$ cat src/rtl/lif_pkg.sv
// Shared types and sizing helpers for the time-multiplexed LIF neuron array.
package lif_pkg;

  typedef enum logic [1:0] {
    IDLE   = 2'd0,
    UPDATE = 2'd1,
    OUT    = 2'd2
  } state_e;

  localparam int DEF_N          = 8;
  localparam int DEF_W          = 8;
  localparam int DEF_IN_WEIGHT  = 8;
  localparam int DEF_LEAK_SHIFT = 2;
  localparam int DEF_REFRAC     = 2;
  localparam int DEF_RESET_VAL  = 0;

  function automatic int idx_width(input int n);
    return (n <= 2) ? 1 : $clog2(n);
  endfunction

  // Counter must hold REFRAC itself, and never collapse to zero bits.
  function automatic int refrac_width(input int r);
    return (r < 1) ? 1 : $clog2(r + 1);
  endfunction

  localparam int DEF_RW = refrac_width(DEF_REFRAC);

endpackage

$ cat src/rtl/lif_neuron_array_if.sv
// Input-timestep and output-spike-vector handshakes of the LIF neuron array.
interface lif_neuron_array_if
  import lif_pkg::*;
#(
  parameter int N = DEF_N,
  parameter int W = DEF_W
);

  logic         in_valid;
  logic         in_ready;
  logic [N-1:0] in_spikes;
  logic [W-1:0] thresh;
  logic         out_valid;
  logic         out_ready;
  logic [N-1:0] out_spikes;

  modport master (
    output in_valid, in_spikes, thresh, out_ready,
    input  in_ready, out_valid, out_spikes
  );

  modport slave (
    input  in_valid, in_spikes, thresh, out_ready,
    output in_ready, out_valid, out_spikes
  );

endinterface

$ cat src/rtl/lif_update_unit.sv
// Combinational single-neuron LIF step: leak, integrate with saturation,
// threshold compare and refractory handling.
module lif_update_unit
  import lif_pkg::*;
#(
  parameter int W          = DEF_W,
  parameter int IN_WEIGHT  = DEF_IN_WEIGHT,
  parameter int LEAK_SHIFT = DEF_LEAK_SHIFT,
  parameter int REFRAC     = DEF_REFRAC,
  parameter int RESET_VAL  = DEF_RESET_VAL,
  parameter int RW         = refrac_width(REFRAC)
) (
  input  logic [W-1:0]  p,
  input  logic [RW-1:0] r,
  input  logic          in_bit,
  input  logic [W-1:0]  thresh,
  output logic [W-1:0]  p_next,
  output logic [RW-1:0] r_next,
  output logic          spike
);

  localparam logic [W:0]    WEIGHT_X = (W+1)'(IN_WEIGHT);
  localparam logic [W-1:0]  RESET_P  = W'(RESET_VAL);
  localparam logic [RW-1:0] REFRAC_R = RW'(REFRAC);
  localparam logic [W-1:0]  P_MAX    = '1;

  logic [W-1:0] leaked;
  logic [W:0]   sum;
  logic [W-1:0] sat;

  // The extra sum bit catches overflow so the potential clamps instead of wrapping.
  always_comb begin
    leaked = p - (p >> LEAK_SHIFT);
    sum    = {1'b0, leaked} + (in_bit ? WEIGHT_X : '0);
    sat    = sum[W] ? P_MAX : sum[W-1:0];
    p_next = sat;
    r_next = r;
    spike  = 1'b0;
    if (r != '0) begin
      p_next = RESET_P;
      r_next = r - 1'b1;
    end else if (sat >= thresh) begin
      spike  = 1'b1;
      p_next = RESET_P;
      r_next = REFRAC_R;
    end
  end

endmodule

$ cat src/rtl/lif_neuron_array.sv
// Array of N leaky integrate-and-fire neurons sharing one update datapath,
// swept one neuron per cycle for each accepted input timestep.
module lif_neuron_array
  import lif_pkg::*;
#(
  parameter int N          = DEF_N,
  parameter int W          = DEF_W,
  parameter int IN_WEIGHT  = DEF_IN_WEIGHT,
  parameter int LEAK_SHIFT = DEF_LEAK_SHIFT,
  parameter int REFRAC     = DEF_REFRAC,
  parameter int RESET_VAL  = DEF_RESET_VAL
) (
  input  logic               clk,
  input  logic               rst_n,
  input  logic               clr,
  lif_neuron_array_if.slave  bus,
  output logic               busy
);

  localparam int IW = idx_width(N);
  localparam int RW = refrac_width(REFRAC);

  state_e        state_q, state_d;
  logic [IW-1:0] idx_q, idx_d;
  logic [W-1:0]  pot_q [N];
  logic [RW-1:0] ref_q [N];
  logic [N-1:0]  spk_in_q;
  logic [N-1:0]  out_spk_q;
  logic [W-1:0]  thr_q;

  logic          accept;
  logic          step;
  logic [W-1:0]  p_cur, p_next;
  logic [RW-1:0] r_cur, r_next;
  logic          in_bit;
  logic          spike;

  // Soft clear overrides every transition, so in_ready drops while it is held.
  always_comb begin
    state_d       = state_q;
    idx_d         = idx_q;
    bus.in_ready  = 1'b0;
    bus.out_valid = 1'b0;
    busy          = 1'b0;
    accept        = 1'b0;
    step          = 1'b0;
    case (state_q)
      IDLE: begin
        bus.in_ready = !clr;
        accept       = bus.in_valid && !clr;
        if (accept) begin
          state_d = UPDATE;
          idx_d   = '0;
        end
      end
      UPDATE: begin
        busy = 1'b1;
        step = !clr;
        if (idx_q == IW'(N - 1)) begin
          state_d = OUT;
        end else begin
          idx_d = idx_q + 1'b1;
        end
      end
      OUT: begin
        busy          = 1'b1;
        bus.out_valid = 1'b1;
        if (bus.out_ready) begin
          state_d = IDLE;
        end
      end
      default: state_d = IDLE;
    endcase
    if (clr) begin
      state_d = IDLE;
      idx_d   = '0;
    end
  end

  always_comb begin
    p_cur  = '0;
    r_cur  = '0;
    in_bit = 1'b0;
    for (int i = 0; i < N; i++) begin
      if (idx_q == IW'(i)) begin
        p_cur  = pot_q[i];
        r_cur  = ref_q[i];
        in_bit = spk_in_q[i];
      end
    end
  end

  lif_update_unit #(
    .W          (W),
    .IN_WEIGHT  (IN_WEIGHT),
    .LEAK_SHIFT (LEAK_SHIFT),
    .REFRAC     (REFRAC),
    .RESET_VAL  (RESET_VAL),
    .RW         (RW)
  ) u_update (
    .p      (p_cur),
    .r      (r_cur),
    .in_bit (in_bit),
    .thresh (thr_q),
    .p_next (p_next),
    .r_next (r_next),
    .spike  (spike)
  );

  always_ff @(posedge clk or negedge rst_n) begin
    if (!rst_n) begin
      state_q   <= IDLE;
      idx_q     <= '0;
      spk_in_q  <= '0;
      thr_q     <= '0;
      out_spk_q <= '0;
    end else begin
      state_q <= state_d;
      idx_q   <= idx_d;
      if (clr) begin
        out_spk_q <= '0;
      end else if (accept) begin
        spk_in_q  <= bus.in_spikes;
        thr_q     <= bus.thresh;
        out_spk_q <= '0;
      end else if (step) begin
        for (int i = 0; i < N; i++) begin
          if (idx_q == IW'(i)) begin
            out_spk_q[i] <= spike;
          end
        end
      end
    end
  end

  // Neuron state always clears to zero; RESET_VAL applies only after a spike.
  always_ff @(posedge clk or negedge rst_n) begin
    if (!rst_n) begin
      for (int i = 0; i < N; i++) begin
        pot_q[i] <= '0;
        ref_q[i] <= '0;
      end
    end else if (clr) begin
      for (int i = 0; i < N; i++) begin
        pot_q[i] <= '0;
        ref_q[i] <= '0;
      end
    end else if (step) begin
      for (int i = 0; i < N; i++) begin
        if (idx_q == IW'(i)) begin
          pot_q[i] <= p_next;
          ref_q[i] <= r_next;
        end
      end
    end
  end

  assign bus.out_spikes = out_spk_q;

endmodule
$ cat src/flat_wrapper.sv
// flat-port wrapper written by rule: the top's interface ports become plain ports
module lif_neuron_array_flat import lif_pkg::*;
#(
  parameter int N          = DEF_N,
  parameter int W          = DEF_W,
  parameter int IN_WEIGHT  = DEF_IN_WEIGHT,
  parameter int LEAK_SHIFT = DEF_LEAK_SHIFT,
  parameter int REFRAC     = DEF_REFRAC,
  parameter int RESET_VAL  = DEF_RESET_VAL
)
  (clk, rst_n, clr, busy, bus_in_valid, bus_in_spikes, bus_thresh, bus_out_ready, bus_in_ready, bus_out_valid, bus_out_spikes);
  lif_neuron_array_if #(.N(N), .W(W)) bus_i ();
  input  logic clk;
  input  logic rst_n;
  input  logic clr;
  output logic busy;
  input wire logic [$bits(bus_i.in_valid)-1:0] bus_in_valid;
  input wire logic [$bits(bus_i.in_spikes)-1:0] bus_in_spikes;
  input wire logic [$bits(bus_i.thresh)-1:0] bus_thresh;
  input wire logic [$bits(bus_i.out_ready)-1:0] bus_out_ready;
  output wire logic [$bits(bus_i.in_ready)-1:0] bus_in_ready;
  output wire logic [$bits(bus_i.out_valid)-1:0] bus_out_valid;
  output wire logic [$bits(bus_i.out_spikes)-1:0] bus_out_spikes;
  assign bus_i.in_valid = bus_in_valid;
  assign bus_i.in_spikes = bus_in_spikes;
  assign bus_i.thresh = bus_thresh;
  assign bus_i.out_ready = bus_out_ready;
  assign bus_in_ready = bus_i.in_ready;
  assign bus_out_valid = bus_i.out_valid;
  assign bus_out_spikes = bus_i.out_spikes;
  lif_neuron_array #(.N(N), .W(W), .IN_WEIGHT(IN_WEIGHT), .LEAK_SHIFT(LEAK_SHIFT), .REFRAC(REFRAC), .RESET_VAL(RESET_VAL)) u_core (.clk(clk), .rst_n(rst_n), .clr(clr), .bus(bus_i), .busy(busy));
endmodule
$ cat config.mk
export PLATFORM = sky130hd
export DESIGN_NAME = lif_neuron_array_flat
export DESIGN_NICKNAME = d
export VERILOG_FILES = /design/src/rtl/lif_pkg.sv /design/src/rtl/lif_neuron_array_if.sv /design/src/rtl/lif_update_unit.sv /design/src/rtl/lif_neuron_array.sv /design/src/flat_wrapper.sv
export SDC_FILE = /design/constraint.sdc
export NUM_CORES = 1
export LEC_CHECK = 0
export ABC_AREA = 1
export CORE_MARGIN = 2
export CORE_UTILIZATION = 69
export CTS_CLUSTER_SIZE = 25
export DETAILED_ROUTE_END_ITERATION = 8
export DONT_BUFFER_PORTS = 1
export HOLD_SLACK_MARGIN = 0.1
export PLACE_DENSITY = 0.91
export SLEW_MARGIN = 20
export SYNTH_ARGS = -nofsm -noshare
export SYNTH_HDL_FRONTEND = slang
export SYNTH_HIERARCHICAL = 1
export SYNTH_SLANG_ARGS = --single-unit
export TNS_END_PERCENT = 1
$ cat constraint.sdc
create_clock -name clk -period 12.2 [get_ports clk]
set_clock_uncertainty 0.05 [all_clocks]
set_input_delay 2.44 -clock clk [delete_from_list [all_inputs] [get_ports clk]]
set_output_delay 2.44 -clock clk [all_outputs]
set_load 0.03 [all_outputs]
==> flow_summary.toml <==
[cts]
ctsHoldBuffers = 0
cts.sinks = 109
cts_htree_levels = 3
tritoncts = "yes"
cts_buffers = 9
root_buffer = "clkbuf_8"
cts_resized = 0
clk_transition_reported_paths_ns = 0.10
postCtsSetupRepairBufs = 0
clockBufferDepth = 2
clock_latency_ns = 0.38

[layout]
fin_area_um2 = 6548
fin_util_pct = 71.54
syn_to_final_growth_pct = 1.849
diodes = 0
final_cells = 937
nets = 869
drive_above_1_share_pct = 8.475

[yosys]
synth_top_family_by_area = "simple AND/OR/NAND/NOR gates"
ys.flop_type = "dfrtp_1"
synthXorXnorAreaFrac_pct = 0.4087
ys_top_cells_by_area = "dfrtp_1 (42%), nand2_1 (17%), inv_1 (7.9%)"
async_flop_share_pct = 100.0
yosys.area_share.adder_pct = 5.372
synth-edff-count = 0
avgSynthCellArea_um2 = 7.599
ys_ff_latch = 109
syn_inst = 846
synth_compound_area_share_pct = 9.731
synth.area.mux_share_pct = 6.014
synth_top_area_share_pct = 42.43
synth_area_um2 = 6429
yosysWarningCount = 6
syn_nets = 894
yosysMostFrequentCell = "nand2_1"
yosys-top-cells-count = "nand2_1 (292), inv_1 (136), dfrtp_1 (109), o21ai_0 (75), nand3_1 (32)"
synth.distinct_cells = 35
synth-simple-area-share_pct = 24.23
synth_top_area_cell = "dfrtp_1"
ys_seq_area_share_pct = 42.43

[placement]
dp_hpwl_um = 10170
dp_cells = 921
portBuffers = 0
dpl-instance-area_um2 = 6350
gp_congestion = 0.9554

[die]
dieArea_um2 = 10110
core_area_um2 = 9153
die_h_um = 100.5
io_pins = 32
die_w_um = 100.5
start_util_pct = 70.24
rows = 35

[timing]
fin_hold_ws_ns = 0.4289
slew_viol_final = 0
worst_pin_slew_ns = 0.9095
rsz0062_at_grt = "false"
min_period_over_period_pct = 50.25
setup_viol = 0
min_period_ns = 6.131
relSlewSlack_pct = 39.14
finalHoldViolCount = 0
setup_tns_ns = 0
fmax_ghz = 0.1631

[global_routing]
grt_usage_pct = 31.54
grt_max_degree = 110
grt_pass1_wl_um = 24900
grt_overflow = 0
antenna_found_initial = 0
grt_pass1_vias = 5403

[critical_path]
crit_arrival_ns = 6.40
reg2regPathDepth = 31
critPathCaptureType = "flip-flop"
path_max_fanout = 13
cpPeakStageDelay_ns = 0.63
crit_type = "reg2reg"
path_common_cell = "nand2_1"
start_kind = "flip-flop"
required_ns = 12.47
cpMaxStageDelayCell = "nor2_1"

[detailed_routing]
vias_per_cell = 5.726
drt-pass1-iter-count = 7
ant_nets = 0
wl_per_cell_um = 15.95
remaining_drc_errors = 0
via_count = 5365
drt_iter0_drc = 494
wl_um = 14950

[power]
vdd_drop_max_mv = 0.2023
leakage_nw = 3.457
p_per_area_nw_per_um2 = 266.7

[worst_hold_path]
hold_path_depth = 2
worstHoldPathType = "reg2reg"

[outcome]
outcome = "completed"

[run]
drv_cap = 0
## sequential cells by signal, summed over array words and instances, names as in the netlist
name,flops
u_core/pot_q,64
u_core/spk_in_q,8
u_core/idx_q,3
u_core/thr_q,8
u_core/ref_q,16
u_core/state_q,2
u_core/bus.out_spikes,8
## power by group
part	switching, W	total [W]	internal (W)
clock	0.000124	0.000221	0.0000968
combinational	0.000657	0.00101	0.000350
sequential	0.0000516	0.000519	0.000467
total	0.000832	0.00175	0.000914
## worst paths after layout
path                                    start  slack [ns]                  to
max                           u_core/idx_q[1]        6.07    u_core/pot_q[53]
min                        u_core/spk_in_q[2]        0.43  u_core/spk_in_q[2]
max reg2reg                   u_core/idx_q[1]        6.07    u_core/pot_q[53]
min reg2reg                u_core/spk_in_q[2]        0.43  u_core/spk_in_q[2]
max in group asynchronous               rst_n       10.26    u_core/pot_q[20]
min in group asynchronous               rst_n        1.69    u_core/pot_q[33]
## cell families (layout without fill, tap and decap cells)
| kind of cell | after synthesis | after routing |
|---|---|---|
| AO/OA/AOI/OAI | 121 | 121 |
| multiplexers | 29 | 29 |
| flip-flops | 109 | 109 |
| adder cells (fa/ha/maj) | 27 | 27 |
| AND/OR/NAND/NOR | 377 | 377 |
| buffers and inverters | 180 | 160 |
| XOR/XNOR | 3 | 3 |
## per-layer routing
layer / wire length (µm) / vias to the layer above / track usage (%)
met2: 7276 / 261 / 53.54
met4: 490 / 0 / 14.23
met3: 1144 / 54 / 6.103
li1: - / 2557 / -
met1: 6036 / 2493 / 39.41
met5: 0 / - / 0
## placed cells by master, fill, tap and decap left out, types with 2 or more instances in the layout
| cell type | instances |
|---|---|
| nor2_1 | 31 |
| or2_4 | 2 |
| nand3_1 | 32 |
| nand2_4 | 3 |
| clkinvlp_4 | 2 |
| clkinv_2 | 2 |
| mux2_2 | 13 |
| nand2_1 | 292 |
| inv_1 | 136 |
| mux2_4 | 16 |
| o21ai_1 | 4 |
| xnor2_1 | 2 |
| nand2_2 | 6 |
| nand3_2 | 4 |
| o22ai_1 | 8 |
| nand4_1 | 2 |
| dfrtp_1 | 109 |
| ha_1 | 26 |
| inv_2 | 6 |
| clkbuf_8 | 9 |
| a21oi_1 | 31 |
| nor2_4 | 2 |
| o21ai_0 | 75 |
## critical path, delay by kind of cell, from the launching register on
kind                       cells  cell delay [ns]
muxes                          1             0.29
buffers and inverters          6             0.66
and+or+nand+nor               14             2.11
DFF                            1             0.42
AOI/OAI and AO/OA              4             0.68
adders and majority gates      5             1.63
xor gates and xnor gates       1             0.23
## cell type report
class / instances / area (µm²)
clock buffers: 10 / 127.6
flip-flops and latches: 109 / 2728
multi-input cells: 557 / 2942
clock inverters: 6 / 70.07
inverters: 144 / 541.8
well taps: 111 / 138.9
fillers: 631 / 2605
## through the flow
step | total power [W] | worst slack [ns]
detailed placement | 0.001495 | 6.251
CTS | 0.001724 | 6.245
global route | 0.001884 | 5.596
finish | 0.001746 | 6.069
floorplan | 0.001276 | 6.928
global placement | 0.001430 | 6.533
Power figures use the tool's default switching activity.
